### src/rtl/nsc_pkg.sv
// Shared types for the nibble-serial comparator: FSM states, one-hot result
// encoding and the cascade-input resolver.
package nsc_pkg;

    typedef enum logic [1:0] {
        IDLE = 2'd0,
        RUN  = 2'd1,
        DONE = 2'd2
    } state_e;

    localparam logic [2:0] RES_LT = 3'b100;
    localparam logic [2:0] RES_EQ = 3'b010;
    localparam logic [2:0] RES_GT = 3'b001;

    // casc = {li, ei, gi}; ei outranks gi, which outranks li.
    function automatic logic [2:0] cascade_res(input logic [2:0] casc);
        logic [2:0] res;
        if (casc[1]) begin
            res = RES_EQ;
        end else if (casc[0]) begin
            res = RES_GT;
        end else if (casc[2]) begin
            res = RES_LT;
        end else begin
            res = RES_EQ;
        end
        return res;
    endfunction

endpackage

### src/rtl/nibble_cmp4.sv
// Combinational 4-bit unsigned magnitude compare with one-hot L/E/G outputs.
module nibble_cmp4 (
    input  logic [3:0] a,
    input  logic [3:0] b,
    output logic       l,
    output logic       e,
    output logic       g
);

    always_comb begin
        l = (a < b);
        e = (a == b);
        g = (a > b);
    end

endmodule

### src/rtl/nibble_serial_comparator.sv
// Sequential wide-operand magnitude comparator walking 4-bit nibbles MSB-first.
// Optional build macro NSC_EARLY_EXIT_EN finishes on the first unequal nibble.
module nibble_serial_comparator
    import nsc_pkg::*;
#(
    parameter int unsigned WIDTH = 16
) (
    input  logic             clk,
    input  logic             rst_n,
    input  logic             in_valid,
    output logic             in_ready,
    input  logic [WIDTH-1:0] a,
    input  logic [WIDTH-1:0] b,
    input  logic             li,
    input  logic             ei,
    input  logic             gi,
    output logic             out_valid,
    input  logic             out_ready,
    output logic             lt,
    output logic             eq,
    output logic             gt
);

    localparam int unsigned NNIB = WIDTH / 4;
    localparam int unsigned IW   = (NNIB > 1) ? $clog2(NNIB) : 1;

    state_e          state_q, state_d;
    logic [WIDTH-1:0] a_q, a_d, b_q, b_d;
    logic [2:0]      casc_q, casc_d;
    logic [IW-1:0]   idx_q, idx_d;
    logic            issuing_q, issuing_d;
    logic            nib_vld_q, nib_vld_d;
    logic            nib_last_q, nib_last_d;
    logic [2:0]      nib_res_q, nib_res_d;
    logic [2:0]      run_q, run_d;
    logic [2:0]      res_q, res_d;

    logic [3:0]      nib_a, nib_b;
    logic            cmp_l, cmp_e, cmp_g;
    logic [2:0]      upd;

    assign nib_a = a_q[4*int'(idx_q) +: 4];
    assign nib_b = b_q[4*int'(idx_q) +: 4];

    nibble_cmp4 u_cmp (
        .a (nib_a),
        .b (nib_b),
        .l (cmp_l),
        .e (cmp_e),
        .g (cmp_g)
    );

    // The slice result is registered before it folds into the running result,
    // so each nibble is consumed one cycle after it is selected.
    always_comb begin
        state_d    = state_q;
        a_d        = a_q;
        b_d        = b_q;
        casc_d     = casc_q;
        idx_d      = idx_q;
        issuing_d  = issuing_q;
        nib_vld_d  = nib_vld_q;
        nib_last_d = nib_last_q;
        nib_res_d  = nib_res_q;
        run_d      = run_q;
        res_d      = res_q;
        upd        = (run_q == RES_EQ) ? nib_res_q : run_q;

        unique case (state_q)
            IDLE: begin
                if (in_valid) begin
                    a_d       = a;
                    b_d       = b;
                    casc_d    = {li, ei, gi};
                    idx_d     = IW'(NNIB - 1);
                    issuing_d = 1'b1;
                    nib_vld_d = 1'b0;
                    run_d     = RES_EQ;
                    state_d   = RUN;
                end
            end
            RUN: begin
                nib_vld_d  = issuing_q;
                nib_last_d = (idx_q == '0);
                nib_res_d  = {cmp_l, cmp_e, cmp_g};
                if (issuing_q) begin
                    if (idx_q == '0) begin
                        issuing_d = 1'b0;
                    end else begin
                        idx_d = idx_q - 1'b1;
                    end
                end
                if (nib_vld_q) begin
                    run_d = upd;
                    if (nib_last_q) begin
                        res_d   = (upd == RES_EQ) ? cascade_res(casc_q) : upd;
                        state_d = DONE;
                    end
`ifdef NSC_EARLY_EXIT_EN
                    else if (upd != RES_EQ) begin
                        res_d   = upd;
                        state_d = DONE;
                    end
`endif
                end
            end
            DONE: begin
                if (out_ready) begin
                    res_d   = '0;
                    state_d = IDLE;
                end
            end
            default: begin
                res_d   = '0;
                state_d = IDLE;
            end
        endcase
    end

    always_ff @(posedge clk) begin
        if (!rst_n) begin
            state_q    <= IDLE;
            a_q        <= '0;
            b_q        <= '0;
            casc_q     <= '0;
            idx_q      <= '0;
            issuing_q  <= 1'b0;
            nib_vld_q  <= 1'b0;
            nib_last_q <= 1'b0;
            nib_res_q  <= '0;
            run_q      <= RES_EQ;
            res_q      <= '0;
        end else begin
            state_q    <= state_d;
            a_q        <= a_d;
            b_q        <= b_d;
            casc_q     <= casc_d;
            idx_q      <= idx_d;
            issuing_q  <= issuing_d;
            nib_vld_q  <= nib_vld_d;
            nib_last_q <= nib_last_d;
            nib_res_q  <= nib_res_d;
            run_q      <= run_d;
            res_q      <= res_d;
        end
    end

    // Held low through reset, even after the first reset edge lands in IDLE.
    assign in_ready  = rst_n && (state_q == IDLE);
    assign out_valid = (state_q == DONE);
    assign lt        = res_q[2];
    assign eq        = res_q[1];
    assign gt        = res_q[0];

endmodule

### config.mk
export PLATFORM = sky130hd
export DESIGN_NAME = nibble_serial_comparator
export DESIGN_NICKNAME = d
export VERILOG_FILES = /design/src/rtl/nsc_pkg.sv /design/src/rtl/nibble_cmp4.sv /design/src/rtl/nibble_serial_comparator.sv
export SDC_FILE = /design/constraint.sdc
export NUM_CORES = 1
export LEC_CHECK = 0
export ABC_AREA = 1
export BUFFER_PORTS_ARGS = -buffer_cell sky130_fd_sc_hd__buf_2
export CAP_MARGIN = 0
export CORE_MARGIN = 4
export CORE_UTILIZATION = 50
export CTS_CLUSTER_DIAMETER = 50
export CTS_CLUSTER_SIZE = 8
export DETAILED_ROUTE_END_ITERATION = 16
export GPL_TIMING_DRIVEN = 0
export PLACE_DENSITY = 0.75
export SETUP_SLACK_MARGIN = 0.3
export SLEW_MARGIN = 5
export SYNTH_ARGS = -nofsm -noshare
export SYNTH_HDL_FRONTEND = slang
export SYNTH_HIERARCHICAL = 1
export SYNTH_SLANG_ARGS = --single-unit
### constraint.sdc
create_clock -name clk -period 2.2 [get_ports clk]
set_input_delay 0.55 -clock clk [delete_from_list [all_inputs] [get_ports clk]]
set_output_delay 0.55 -clock clk [all_outputs]
set_load 0.01 [all_outputs]
==> out/metrics.yaml, run 1 <==
ir_drop_mv: 0.378
cellLeakagePower_nw: 1.23
cp.required_ns: 2.41
synth_area_leaders: "dfxtp_1 (44%), nor2_1 (15%), o21ai_0 (12%)"
synthXorXnorAreaFrac_pct: 0
setup_viol: 0
fp.dieH_um: 75.7
via_count: 2172
synthesis.nets: 363
relSlewSlack_pct: 74.9
routed_wl_um: 5140
p_sw_share_pct: 30.5
yosysTopAreaCellShare_pct: 44.5
slowest_delay_ns: 0.32
p_int_w: 0.00142
p_comb_share_pct: 24.4
rsz0062_at_grt: "false"
routedWlPerCell_um: 12.2
critPathKind: "reg2reg"
grt_pass1_vias: 1933
fmax_ghz: 0.558
cts_tree: "built"
ys_seq_elements: 51
fin_tns_setup_ns: 0
syn-cell-area_mm2: 0.00229
grt_pass1_wl_um: 8570
dp_slack_ns: 0.204
power_density_mw_per_mm2: 757
ys_warn_count: 6
drt_iter0_drc: 117
synthAdderAreaFrac_pct: 2.73
netlist_instances: 319
ys_seq_area_share_pct: 44.5
fin_nets: 415
clk_pin_slew_worst_paths_ns: 0.09
hold_buffers: 0
clock_sinks: 51
cts_max_path_buffers: 2
vias_per_cell: 5.15
cp-startpoint: "idx_q[0]$_SDFFE_PN0P_"
rows: 24
synth_top_family_by_area: "simple AND/OR/NAND/NOR gates"
whs_path_depth: 2
h-tree-depth: 2
max-cap-violations: 0
fillCellCount: 449
area_growth_pct: 17.9
power.switching_w: 0.000625
fin_ws_ns: 0.408
cp_max_fo: 10
r2r_end: "nib_res_q[2]$_SDFFE_PN0P_"
ant_nets: 0
postSynthAreaPerCell_um2: 7.19
clock_latency_ns: 0.30
yosys.area_share.simple_pct: 24.3
tightest_slew_ns: 0.377
grt_max_degree: 14
start_util_pct: 52.3
clock_skew_ns: 0.00540
grt_use_total_pct: 19.6
reg2reg_slack_ns: 0.41
synth.largest_area_cell: "dfxtp_1"
cp_slowest_cell: "dfxtp_1"
ios: 44
rr_worst_depth: 13
core_area_mm2: 0.00438
critical-path-top-delay-family: "buffers and inverters"
dieArea_mm2: 0.00574
hold_end: "res_q[1]$_SDFFE_PN0P_"
status: "completed"
synth_cell_types: 27
crit_buf_inv: 5
diodes: 0
die_x_um: 75.7
dp_hpwl_um: 3850
muxShareOfSynthArea_pct: 0
start_kind: "register"
finalCritPeriodShare_pct: 81.4
gp_congestion: 0.917
power_frac_seq_pct: 51.2
path_cells: "buf_6 > inv_6 > buf_8 > nor2_1 > o22ai_1 > inv_1 > ha_1 > nand2_1 > inv_1 > nand2_1 > and2_1 > o21ai_1 > nor2_1"
portBuffers: 43
cts-root-buf: "clkbuf_8"
drc: 0
critPathCaptureType: "register"
finalCriticalPeriod_ns: 1.79
hp-class: "reg2reg"
whs_ns: 0.462
numCtsBuffers: 5
arrival_ns: 2.00
power_frac_clock_pct: 24.4
layout_commonest_cell: "nor2_1"
gr-total-overflow: 0
finalMaxSlewViolations: 0
hold_start: "res_q[1]$_SDFFE_PN0P_"
drt-pass1-iter-count: 4
hold_viol_final: 0
antenna_found_initial: 0
r2r-start: "idx_q[0]$_SDFFE_PN0P_"
synth-compound-area-share_pct: 20.4
drive_above_1_share_pct: 20.5
final_cell_mix: "nor2_1 (94), o21ai_0 (50), dfxtp_1 (50), buf_2 (44), inv_1 (23)"
==> synth_stat cells (all sizes together) <==
cell type and instances:
inv 25, clkinv 2, buf 9, o211a 1, ha 5, nor2 96
nor3 4, o21ai 57, a21oi 20, dfxtp 51, nand3 8, clkbuf 6
and2 1, o211ai 1, nand2 25, o22ai 8
==> logic make-up after synthesis <==
family          Yosys count
buf+inv                  42
compound gates           87
flops                    51
fa+ha+maj                 5
simple gates            134
==> layer usage <==
metal / track usage (%) / vias to the layer above / share of wire, %
li1: - / 1143 / -
met1: 26.5 / 967 / 47
met2: 30.7 / 54 / 46
met3: 4.88 / 8 / 5.9
met4: 6.02 / 0 / 1.7
met5: 0 / - / 0
==> worst max-delay path by stage <==
stage                                 to  slack (ns)  depth (start not counted)
2_1_floorplan  nib_res_q[2]$_SDFFE_PN0P_        0.42                         13
3_3_place_gp   nib_res_q[2]$_SDFFE_PN0P_        0.23                         13
3_5_place_dp   nib_res_q[2]$_SDFFE_PN0P_        0.20                         13
4_1_cts        nib_res_q[2]$_SDFFE_PN0P_        0.29                         12
5_1_grt        nib_res_q[2]$_SDFFE_PN0P_        0.28                         13
6_report       nib_res_q[2]$_SDFFE_PN0P_        0.41                         13
==> worst min-delay path: stages, from the launching register on <==
cell and delay (ns):
dfxtp_1 0.31, nand2_1 0.05, a21oi_1 0.05
==> stage by stage <==
stage	instances	util [%]	cell area [um2]	total power, W
after floorplan	319	-	2290	0.00140
after global placement	414	58.7	2570	0.00152
after detailed placement	414	58.7	2570	0.00153
after CTS	420	60.6	2660	0.00203
after global routing	422	61.7	2710	0.00218
final	422	61.7	2710	0.00205
==> power by group through the flow <==
stage                     logic (W)  clock network, W  registers (W)
final                      0.000500          0.000500        0.00105
after detailed placement   0.000463                 0        0.00107
after global placement     0.000450                 0        0.00107
after floorplan            0.000349                 0        0.00105
after global routing       0.000576          0.000546        0.00106
after CTS                  0.000470          0.000508        0.00105
==> layout make-up <==
type / count / area (um2) / area share (%)
Clock buffer: 6 / 72.6 / 2.68
Inverter: 27 / 113 / 4.16
Sequential cell: 51 / 1020 / 37.8
Multi-Input combinational cell: 226 / 1100 / 40.7
Timing Repair Buffer: 45 / 230 / 8.51
Buffer: 15 / 103 / 3.79
Tap cell: 52 / 65.1 / 2.40
==> what timing repair did <==
action,CTS,global route
pin swaps,0,2
setup endpoints to repair,4,3
gates resized for setup,5,14
buffers inserted,0,2
==> sequential cells by signal, summed over array words and instances (netlist names), 2 cells and up <==
signal	cells
a_q	16
b_q	16
casc_q	3
nib_res_q	3
res_q	3
run_q	3
idx_q	2
state_q	2
Power figures use the tool's default switching activity.
==> inputs of run 2 (changes only) <==
--- a/config.mk
+++ b/config.mk
@@ -9,12 +9,12 @@
 export BUFFER_PORTS_ARGS = -buffer_cell sky130_fd_sc_hd__buf_2
 export CAP_MARGIN = 0
 export CORE_MARGIN = 4
-export CORE_UTILIZATION = 50
+export CORE_UTILIZATION = 49
 export CTS_CLUSTER_DIAMETER = 50
 export CTS_CLUSTER_SIZE = 8
 export DETAILED_ROUTE_END_ITERATION = 16
 export GPL_TIMING_DRIVEN = 0
-export PLACE_DENSITY = 0.75
+export PLACE_DENSITY = 0.77
 export SETUP_SLACK_MARGIN = 0.3
 export SLEW_MARGIN = 5
 export SYNTH_ARGS = -nofsm -noshare
==> constraint.sdc (replaced) <==
create_clock -name clk -period 1.5 [get_ports clk]
set_input_delay 0.375 -clock clk [delete_from_list [all_inputs] [get_ports clk]]
set_output_delay 0.375 -clock clk [all_outputs]
set_load 0.01 [all_outputs]
==> out/metrics.yaml, run 2 (synthesis results as in run 1) <==
critPathKind: "reg2reg"
max-cap-violations: 0  # unchanged
gr-total-overflow: 0  # unchanged
fin_ws_ns: -0.447  # -0.856 ns
h-tree-depth: 2  # unchanged
clock_skew_ns: 0.0140  # +0.00863 ns
final_cell_mix: "nor2_1 (52), dfxtp_1 (46), buf_2 (43), o21ai_1 (31), nor2_4 (30)"
rows: 24  # unchanged
path_common_cell: "nand2_2"
rsz0062_at_grt: "true"
routedWlPerCell_um: 19.5  # +60%
start_util_pct: 51.6  # -0.71 points
drc: 0  # unchanged
clock_sinks: 51  # unchanged
ant_nets: 0  # unchanged
gp_congestion: 0.905  # -1.4%
relSlewSlack_pct: 60.6  # -14 points
portBuffers: 43  # unchanged
numCtsBuffers: 5  # unchanged
power.switching_w: 0.00144  # +130%
finalMaxSlewViolations: 0  # unchanged
power_frac_clock_pct: 23.2  # -1.2 points
cp.required_ns: 1.75  # -0.66 ns
vias_per_cell: 5.86  # +14%
cp-startpoint: "idx_q[0]$_SDFFE_PN0P_"
utilization_pct: 83.8  # +22 points
fmax_ghz: 0.513  # -8.0%
status: "finished with violations"
die_x_um: 76.4  # +0.90%
cp_slowest_cell: "dfxtp_2"
area_growth_pct: 62.3
hold_viol_final: 0  # unchanged
clk_pin_slew_worst_paths_ns: 0.10  # about the same
fin_nets: 439  # +5.8%
grt_max_degree: 15  # +1
cp_max_fo: 4  # -6
routed_wl_um: 8720  # +70%
grt_pass1_wl_um: 9910  # +16%
critPathCaptureType: "register"
hold_start: "a[11]"
layout_commonest_cell: "nor2_1"
drt-pass1-iter-count: 6  # +2
fp.dieH_um: 76.4  # +0.90%
violations: "negative setup slack"
core_area_mm2: 0.00444  # +1.4%
ios: 44  # unchanged
finalCritPeriodShare_pct: 130  # +48 points
cts_tree: "built"
drt_iter0_drc: 339  # +190%
hold_buffers: 0  # unchanged
hp-class: "in2reg"
power_density_mw_per_mm2: 1110  # +46%
setup_viol: 3  # +3
cts_max_path_buffers: 2  # unchanged
p_comb_share_pct: 38.1  # +14 points
grt_use_total_pct: 20.7  # +1.2 points
p_sw_share_pct: 35.0  # +4.5 points
diodes: 0  # unchanged
via_count: 2620  # +21%
fillCellCount: 250  # -44%
r2r-start: "idx_q[0]$_SDFFE_PN0P_"
finalCriticalPeriod_ns: 1.95  # +0.156 ns
slowest_delay_ns: 0.33  # about the same
grt_pass1_vias: 2158  # +12%
power_frac_seq_pct: 38.8  # -12 points
start_kind: "register"
path_cells: "buf_6 > inv_8 > buf_6 > o21ai_0 > o22ai_2 > inv_2 > ha_4 > nand2_2 > nand2_2 > nand2_2 > and2_4 > o21ai_2 > nor2_1"
cts-root-buf: "clkbuf_8"
clock_latency_ns: 0.32  # +0.02 ns
arrival_ns: 2.20  # +0.20 ns
ir_drop_mv: 1.10  # +190%
cellLeakagePower_nw: 1.54  # +26%
p_total_w: 0.00412  # +100%
dieArea_mm2: 0.00584  # +1.8%
whs_ns: 0.300  # -0.162 ns
top_regs: "a_q: 16 flops, b_q: 16 flops"
dp_hpwl_um: 3940  # +2.3%
antenna_found_initial: 0  # unchanged
drive_above_1_share_pct: 51.1  # +31 points
p_int_w: 0.00268  # +88%
tightest_slew_ns: 0.591  # +0.214 ns
==> run 2: power groups by stage <==
stage	Sequential (W)	Combinational (W)	Clock, W
after global routing	0.00161	0.00164	0.00101
after detailed placement	0.00157	0.000705	0
after global placement	0.00157	0.000676	0
after floorplan	0.00155	0.000535	0
after CTS	0.00154	0.000891	0.000932
final	0.00160	0.00157	0.000954
==> run 2: cell type report <==
| cell class | instances | area, um2 | area share, % |
|---|---|---|---|
| Inverter | 27 | 139 | 3.73 |
| Timing Repair inverter | 1 | 11.3 | 0.302 |
| Multi-Input combinational cell | 228 | 1650 | 44.3 |
| Buffer | 15 | 181 | 4.87 |
| Timing Repair Buffer | 66 | 544 | 14.6 |
| Clock inverter | 1 | 30.0 | 0.806 |
| Clock buffer | 6 | 72.6 | 1.95 |
| Tap cell | 52 | 65.1 | 1.75 |
| Sequential cell | 51 | 1030 | 27.7 |
==> run 2: repair_timing <==
action | 4_1_cts | 5_1_grt
setup endpoints to repair | 41 | 48
buffers inserted | 8 | 8
gates resized for setup | 56 | 174
pin swaps | 19 | 60
gates cloned | 1 | 9
==> run 2: through the flow <==
step / instance area [um2] / setup WS [ns] / instances / TNS [ns]
detailed placement: 2600 / -0.299 / 414 / -0.678
finish: 3720 / -0.447 / 447 / -1.14
global route: 3720 / -0.481 / 447 / -1.32
floorplan: 2320 / -0.114 / 319 / -0.198
CTS: 2930 / -0.251 / 430 / -0.539
global placement: 2600 / -0.232 / 414 / -0.529
==> run 2: path summary, 6_finish.rpt <==
kind | end | slack (ns) | cells after the start
worst max-delay path | nib_res_q[2]$_SDFFE_PN0P_ | -0.45 | 13
worst min-delay path | a_q[11]$_SDFFE_PN0P_ | 0.30 | 3
worst max register to register | nib_res_q[2]$_SDFFE_PN0P_ | -0.45 | 13
worst min register to register | res_q[0]$_SDFFE_PN0P_ | 0.47 | 2
==> run 2: layer usage <==
| metal | vias to the layer above | global-route usage, % | routed length (um) |
|---|---|---|---|
| met5 | - | 0 | 0 |
| met4 | 0 | 5.43 | 526 |
| met3 | 55 | 4.14 | 730 |
| met2 | 176 | 35.1 | 4220 |
| met1 | 1186 | 26.9 | 3240 |
| li1 | 1203 | - | - |
==> run 2: critical path: cells and delay by family, from the launching register on <==
family	cells	cell delay [ns]
simple gates	5	0.55
compound gates	3	0.40
buf+inv	4	0.39
flops	1	0.33
fa+ha+maj	1	0.21
